### src/rtl/key_event.sv
// key_event: turns one debounced, active-low key into single-cycle events.
//
// A five-state FSM classifies each press. A shared cycle counter times every
// state and restarts whenever the state changes. All outputs are registered.
//
// Ports:
//   clk          system clock
//   rst_n        asynchronous, active-low reset
//   en           block enable; low forces the FSM back to idle
//   key_n        debounced key, 0 = pressed, synchronous to clk
//   pressed      registered copy of the key level (1 while pressed)
//   click        1-cycle pulse: single click, after the release gap expires
//   dclick       1-cycle pulse: second press of a double click released
//   long_press   1-cycle pulse: key held for LONG_CNT cycles
//   repeat_tick  1-cycle pulse: every REPEAT_CNT cycles while still long-held

module key_event #(
    parameter int unsigned CNT_W      = 26,
    parameter int unsigned LONG_CNT   = 25_000_000,
    parameter int unsigned GAP_CNT    = 12_500_000,
    parameter int unsigned REPEAT_CNT = 5_000_000
) (
    input  logic clk,
    input  logic rst_n,
    input  logic en,
    input  logic key_n,
    output logic pressed,
    output logic click,
    output logic dclick,
    output logic long_press,
    output logic repeat_tick
);

    typedef enum logic [2:0] {
        StIdle,
        StPress1,
        StWait2,
        StPress2,
        StLong
    } state_e;

    // Counter values at which each timed condition is sampled.
    localparam logic [CNT_W-1:0] LongLast   = CNT_W'(LONG_CNT - 1);
    localparam logic [CNT_W-1:0] GapLast    = CNT_W'(GAP_CNT - 1);
    localparam logic [CNT_W-1:0] RepeatLast = CNT_W'(REPEAT_CNT - 1);

    state_e           state_q, state_d;
    logic [CNT_W-1:0] cnt_q, cnt_d;
    logic             cnt_clr;
    logic             key_down;

    logic pressed_q;
    logic click_q, click_d;
    logic dclick_q, dclick_d;
    logic long_q, long_d;
    logic tick_q, tick_d;

    assign key_down = ~key_n;

    // Next-state and event decode. In every state the key transition is
    // tested first, so it wins over a counter expiry on the same edge.
    always_comb begin
        state_d  = state_q;
        cnt_clr  = 1'b0;
        click_d  = 1'b0;
        dclick_d = 1'b0;
        long_d   = 1'b0;
        tick_d   = 1'b0;

        if (!en) begin
            state_d = StIdle;
            cnt_clr = 1'b1;
        end else begin
            unique case (state_q)
                StIdle: begin
                    if (key_down) state_d = StPress1;
                end
                StPress1: begin
                    if (!key_down) begin
                        state_d = StWait2;
                    end else if (cnt_q == LongLast) begin
                        state_d = StLong;
                        long_d  = 1'b1;
                    end
                end
                StWait2: begin
                    if (key_down) begin
                        state_d = StPress2;
                    end else if (cnt_q == GapLast) begin
                        state_d = StIdle;
                        click_d = 1'b1;
                    end
                end
                StPress2: begin
                    if (!key_down) begin
                        state_d  = StIdle;
                        dclick_d = 1'b1;
                    end
                end
                StLong: begin
                    if (!key_down) begin
                        state_d = StIdle;
                    end else if (cnt_q == RepeatLast) begin
                        tick_d  = 1'b1;
                        cnt_clr = 1'b1;
                    end
                end
                default: begin
                    state_d = StIdle;
                end
            endcase
        end
    end

    // Counter restarts on any state change; otherwise counts up and holds at
    // all-ones so a long dwell in idle never wraps.
    always_comb begin
        if (cnt_clr || (state_d != state_q)) begin
            cnt_d = '0;
        end else if (cnt_q == '1) begin
            cnt_d = cnt_q;
        end else begin
            cnt_d = cnt_q + 1'b1;
        end
    end

    always_ff @(posedge clk or negedge rst_n) begin
        if (!rst_n) begin
            state_q   <= StIdle;
            cnt_q     <= '0;
            pressed_q <= 1'b0;
            click_q   <= 1'b0;
            dclick_q  <= 1'b0;
            long_q    <= 1'b0;
            tick_q    <= 1'b0;
        end else begin
            state_q   <= state_d;
            cnt_q     <= cnt_d;
            pressed_q <= key_down;
            click_q   <= click_d;
            dclick_q  <= dclick_d;
            long_q    <= long_d;
            tick_q    <= tick_d;
        end
    end

    assign pressed     = pressed_q;
    assign click       = click_q;
    assign dclick      = dclick_q;
    assign long_press  = long_q;
    assign repeat_tick = tick_q;

endmodule

### config.mk
export PLATFORM = sky130hd
export DESIGN_NAME = key_event
export DESIGN_NICKNAME = d
export VERILOG_FILES = /design/src/rtl/key_event.sv
export SDC_FILE = /design/constraint.sdc
export NUM_CORES = 1
export LEC_CHECK = 0
export ABC_AREA = 1
export CAP_MARGIN = 25
export CORE_ASPECT_RATIO = 1.25
export CORE_MARGIN = 1
export CORE_UTILIZATION = 35
export CTS_BUF_LIST = sky130_fd_sc_hd__clkbuf_8
export DETAILED_ROUTE_END_ITERATION = 8
export RECOVER_POWER = 50
export SYNTH_ARGS = -nofsm -noshare
export SYNTH_HDL_FRONTEND = slang
export SYNTH_SLANG_ARGS = --single-unit
export TNS_END_PERCENT = 100
### constraint.sdc
create_clock -name clk -period 2.1 [get_ports clk]
set_clock_uncertainty 0.2 [all_clocks]
set_input_delay 0.42 -clock clk [delete_from_list [all_inputs] [get_ports clk]]
set_output_delay 0.42 -clock clk [all_outputs]
set_load 0.03 [all_outputs]
-- Yosys cells after proc, flatten, opt, wreduce, memory -nomap -nowiden
Index checks and enable logic that the tools add are counted.
- add/subtract/negate cells: 1
- eq/ne operators: 10
- mux-type cells: 26
- bitwise logic cells: 1
- reduce and logical (&&, ||, !) cells: 3
- operator list (kind ; count):
    $mux 26 ; 2
    $add 26x1->26 const B ; 1
    $eq 26x23->1 const B ; 1
    $eq 26x24->1 const B ; 1
    $eq 26x25->1 const B ; 1
    $eq 26x26->1 const B ; 1
    $mux 3 ; 7
    $mux 1 ; 16
    $pmux 3 s4 ; 1
    $eq 3x2->1 const B ; 2
    $eq 3x1->1 const B ; 1
    $eq 3x3->1 const B ; 1
    $logic_not 3->1 ; 1
    $ne 3x3->1 ; 1
    $ne 2x2->1 const B ; 1
    $reduce_or 2->1 ; 1
    $logic_or 1x1->1 ; 1
    $not 1->1 ; 1
- flip-flop bits (word level): 34
- input bits: 4
- output and inout bits: 5
- word-level logic and storage cells: 48

-- Longest topological paths before layout
- depth in word-level cells: 8
- depth in mapped cells: 16
- depth with buffers taken out: 14

-- Worst setup path before layout
OpenSTA, ideal clock, no wires.
- kind: register to register
- start: register cnt_q[0]
- end: register cnt_q[13]
- library setup time: 0.120 ns
- arrival time: 1.637 ns
- data required time: 1.780 ns
- path slack: 0.143 ns
- cell stages (with the launch flop): 13
- buffers on the path: 1
- clock period less this slack: 1.957 ns
- cells stage by stage: dfrtp_1 > ha_1 > nand2_1 > inv_2 > nand2_1 > nor2_1 > nand2_1 > nor2_4 > nand3b_4 > buf_6 > nand2_1 > xor2_1 > nor2_2
- cells in the longest elaborated chain, start to end: 8
- elaborated cells between the ends (all ways): 20
- classes of those cells: add/sub: 1; eq/ne: 6; mux: 12; reduce/logical: 1
- ends and longest elaborated chain (element ; line ; RTL):
    start, declared ; 48 ; logic [CNT_W-1:0] cnt_q, cnt_d;
    start signal, assigned ; 138 ; cnt_q <= cnt_d;
    $eq 26x24->1 or $eq 26x25->1 (tied branches) ; 89, 81 ;
    $mux 3, on equally long branches ; 89, 81 ;
    $mux 3, on equally long branches ; 87, 79 ;
    $pmux 3 s4 ; 74 ; unique case (state_q)
    $mux 3 ; 70 ; if (!en) begin
    $ne 3x3->1 ; 118 ; if (cnt_clr || (state_d != state_q)) begin
    $logic_or 1x1->1 ; 118 ;
    $ne 2x2->1 (no source line) or $mux 26 (tied branches) ; n/a ;
Several ways; a longest one is shown, not always the timed one. The select of a mux whose other input is x is not followed.
A chain may end at the register's enable or synchronous reset.

-- Worst setup path in the final report
- start: register cnt_q[0]
- end: register cnt_q[5]
Same word-level chain as after synthesis.

==> flow_summary_export.csv <==
group,metric,value,unit
clock_network,root_buffer,"clkbuf_8",
detailed_routing,wl_met3,165,um
worst_setup_path,slowest_delay,0.36,ns
cells_and_area,final-instance-count-excl-fill,416,
cells_and_area,fin_nets,354,
floorplan,core,5820,um^2
worst_setup_path,cp-startpoint,"cnt_q[0]$_DFFE_PN0P_",
power_and_ir_drop,peakVddDrop,0.224,mV
detailed_routing,routedWlPerCell,12.3,um
logic_synthesis,synth_seq_cells,34,
cells_and_area,fin_util,47.5,%
clock_network,clockBufferDepth,2,
timing,fmaxAchievable,0.476,GHz
clock_network,clock_latency,0.28,ns
worst_hold_path,hold_start,"state_q[2]$_DFF_PN0_",
timing,setup_viol,2,
grt,grt_use_total,17.9,%
clock_network,cts_tree,"built",
timing,period_minus_slack,2.10,ns
floorplan,rows,31,
cells_and_area,antenna_cells,0,
worst_hold_path,min_path_type,"reg -> reg",
logic_synthesis,synthTopCellsByArea,"dfrtp_1 (40%), nand2_1 (14%), inv_1 (7.6%)",
grt,grt_pass1_wl,8800,um
placement,dpl.cell_count,394,
detailed_routing,drt-met1-wl,2320,um
clock_network,clock-sinks,34,
worst_setup_path,crit_type,"reg -> reg",
placement,place_congestion,0.841,
run_status,status,"finished with violations",
detailed_routing,post_drt_via_cell_ratio,4.80,
floorplan,die_area,6400,um^2
logic_synthesis,yosysTopAreaCellShare,40.0,%
placement,dp.final_hpwl,3660,um
clock_network,postCtsHoldBufs,0,
logic_synthesis,synth_area,2130,um^2
worst_hold_path,hold-path-endpoint,"click$_DFF_PN0_",
timing,hold_viol,0,
cells_and_area,final_common_cell,"nand2_1",
floorplan,die_w,71.7,um
worst_setup_path,critPathBufInv,3,
grt,antenna_found_initial,0,
floorplan,ios,9,
timing,setup_ws,-0.00286,ns
cells_and_area,register_area,851,um^2
worst_setup_path,path_common_cell,"nand2_1",
clock_network,cts_htree_levels,2,
timing,period_share,100,%
placement,portBuffers,8,
worst_setup_path,reg2reg_to,"cnt_q[5]$_DFFE_PN0P_",
cells_and_area,final_cell_mix,"nand2_1 (73), inv_1 (43), dfrtp_1 (34)",
cells_and_area,fill_cells,599,
worst_setup_path,crit_chain,"ha_2, nand2_2, inv_2, nand2_4, nor2_4, nand3_1, nand2_1, nand2_1, nand2_1, nand2_1, nand2_2, nand3_4, buf_12, buf_12, nor2_2",
cells_and_area,syn_to_final_growth,29.9,%
timing,slew_violations,0,
detailed_routing,drc,0,
detailed_routing,vias,1995,
detailed_routing,antenna_left,0,
cells_and_area,drive_above_1_share,25.4,%
run_status,violations,"setup timing",
flow_run,maxCapViolCount,0,
clock_network,numCtsBuffers,5,
worst_setup_path,path_max_fanout,8,
worst_setup_path,end_kind,"flip-flop",
detailed_routing,highest_layer,"met4",
grt,grt_pass1_vias,1963,
detailed_routing,wl_met2,2560,um
worst_setup_path,cp_top_family,"simple AND/OR/NAND/NOR gates",
cells_and_area,multi_input_comb_area,1110,um^2
detailed_routing,routed_wl,5100,um
floorplan,start_util,36.6,%
grt,grt-ovfl-total,0,
detailed_routing,first_pass_iters,4,
timing,worstMarginPinSlew,0.840,ns
worst_setup_path,ff2ff_path_depth,15,
worst_setup_path,cp.required,2.12,ns
detailed_routing,drt_iter0_drc,116,
logic_synthesis,yosys_warnings,0,
worst_hold_path,holdPathStages,3,
logic_synthesis,synthCells,301,
worst_setup_path,r2r_start,"cnt_q[0]$_DFFE_PN0P_",
logic_synthesis,avgSynthCellArea,7.07,um^2
floorplan,die_y,89.2,um
worst_setup_path,r2r_setup_slack,-0.003,ns
worst_setup_path,worstPathArrival,2.12,ns
power_and_ir_drop,p_per_area,481,nW/um^2
worst_setup_path,slowest_stage,"dfrtp_1",
grt,grt_max_degree,35,
clock_network,clkTransAtPathRegs,0.07,ns
worst_setup_path,cp-start-kind,"flip-flop",
power_and_ir_drop,power_leakage,1.29,nW
logic_synthesis,synth_nets,306,
timing,rsz0062_at_grt,"yes",
logic_synthesis,synth_top_cell_by_area,"dfrtp_1",
timing,max_slew_margin,44.0,%
logic_synthesis,yosysSeqAreaShare,40.0,%
logic_synthesis,synth_cell_type_count,30,
worst max path at each step:
stage | slack (ns) | cells past startpoint | to
2_1_floorplan | 0.14 | 12 | cnt_q[13]$_DFFE_PN0P_
3_3_place_gp | -0.20 | 9 | cnt_q[18]$_DFFE_PN0P_
3_5_place_dp | -0.20 | 9 | cnt_q[15]$_DFFE_PN0P_
4_1_cts | 0.0006 | 17 | cnt_q[18]$_DFFE_PN0P_
5_1_grt | -0.18 | 15 | cnt_q[17]$_DFFE_PN0P_
6_report | -0.003 | 15 | cnt_q[5]$_DFFE_PN0P_
sequential cells by signal, indices dropped and copies added, names as in the netlist:
name / cells
click: 1
dclick: 1
long_press: 1
pressed: 1
state_q: 3
cnt_q: 26
repeat_tick: 1
kinds of logic (layout without fill, tap and decap cells):
logic type	after synthesis	in the layout	share of synthesized area [%]
adders and majority gates	1	1	0.588
AOI/OAI and AO/OA	18	18	4.76
buffers and inverters	51	100	10.2
xor gates and xnor gates	6	6	2.47
and+or+nand+nor	191	191	42.0
DFF	34	34	40.0
cell usage after synthesis:
cell and instances:
ha_1 1, and3_1 1, inv_2 3, inv_1 43, buf_6 3, o21ai_0 11
and2_1 1, nand3_4 1, nand4_1 10, nand3_1 24, nand2_1 77, o21ai_1 1
o22ai_1 2, a21oi_1 1, o21bai_1 1, o211ai_1 1, nand2_2 1, nand3b_4 1
xnor2_1 1, nand3b_1 1, nor3_1 6, nor2_2 22, or2_2 1, o2bb2ai_1 1
dfrtp_1 34, nor2_4 1, nor2_1 41, buf_2 2, xor2_1 5, nor4_1 3
worst reg2reg max path: cells and delay by family (launching register included):
family | cells | cell delay (ns)
fa+ha+maj | 1 | 0.19
simple gates | 11 | 0.93
buf+inv | 3 | 0.36
flops | 1 | 0.36
routing by layer:
metal | vias up | global-route usage (%)
met5 | - | 0
met4 | 0 | 6.95
met3 | 4 | 3.16
met2 | 34 | 31.0
met1 | 918 | 22.3
li1 | 1039 | -
power breakdown:
group	internal [mW]	switching, mW
registers	0.662	0.00538
logic	0.0860	0.0840
clock network	0.259	0.232
through the flow:
stage | hold slack, ns | worst slack [ns] | total power [mW] | setup TNS (ns) | area, um^2
4_1_cts | 0.359 | 0.000636 | 1.35 | 0 | 2730
5_1_grt | 0.437 | -0.177 | 1.39 | -4.19 | 2760
3_5_place_dp | 0.379 | -0.198 | 0.809 | -4.62 | 2460
3_3_place_gp | 0.378 | -0.197 | 0.808 | -4.64 | 2460
6_report | 0.386 | -0.00286 | 1.33 | -0.00402 | 2760
2_1_floorplan | -0.0756 | 0.143 | 0.745 | 0 | 2130
layout make-up:
type,instances,share of cell area [%]
Timing Repair Buffer,46,16.4
Inverter,46,6.25
Multi-Input combinational cell,216,40.3
Clock inverter,2,0.317
Sequential cell,34,30.8
Tap cell,66,2.99
Clock buffer,6,2.99
timing repair:
| item | 4_1_cts | 5_1_grt |
|---|---|---|
| resized for setup | 12 | 9 |
| setup endpoints to repair | 26 | 27 |
| endpoints found under the hold margin | 0 | 0 |
| setup buffers | 12 | 2 |
| cloned | 1 | 0 |
| pin swaps | 9 | 5 |
(Power assumes the default switching activity.)
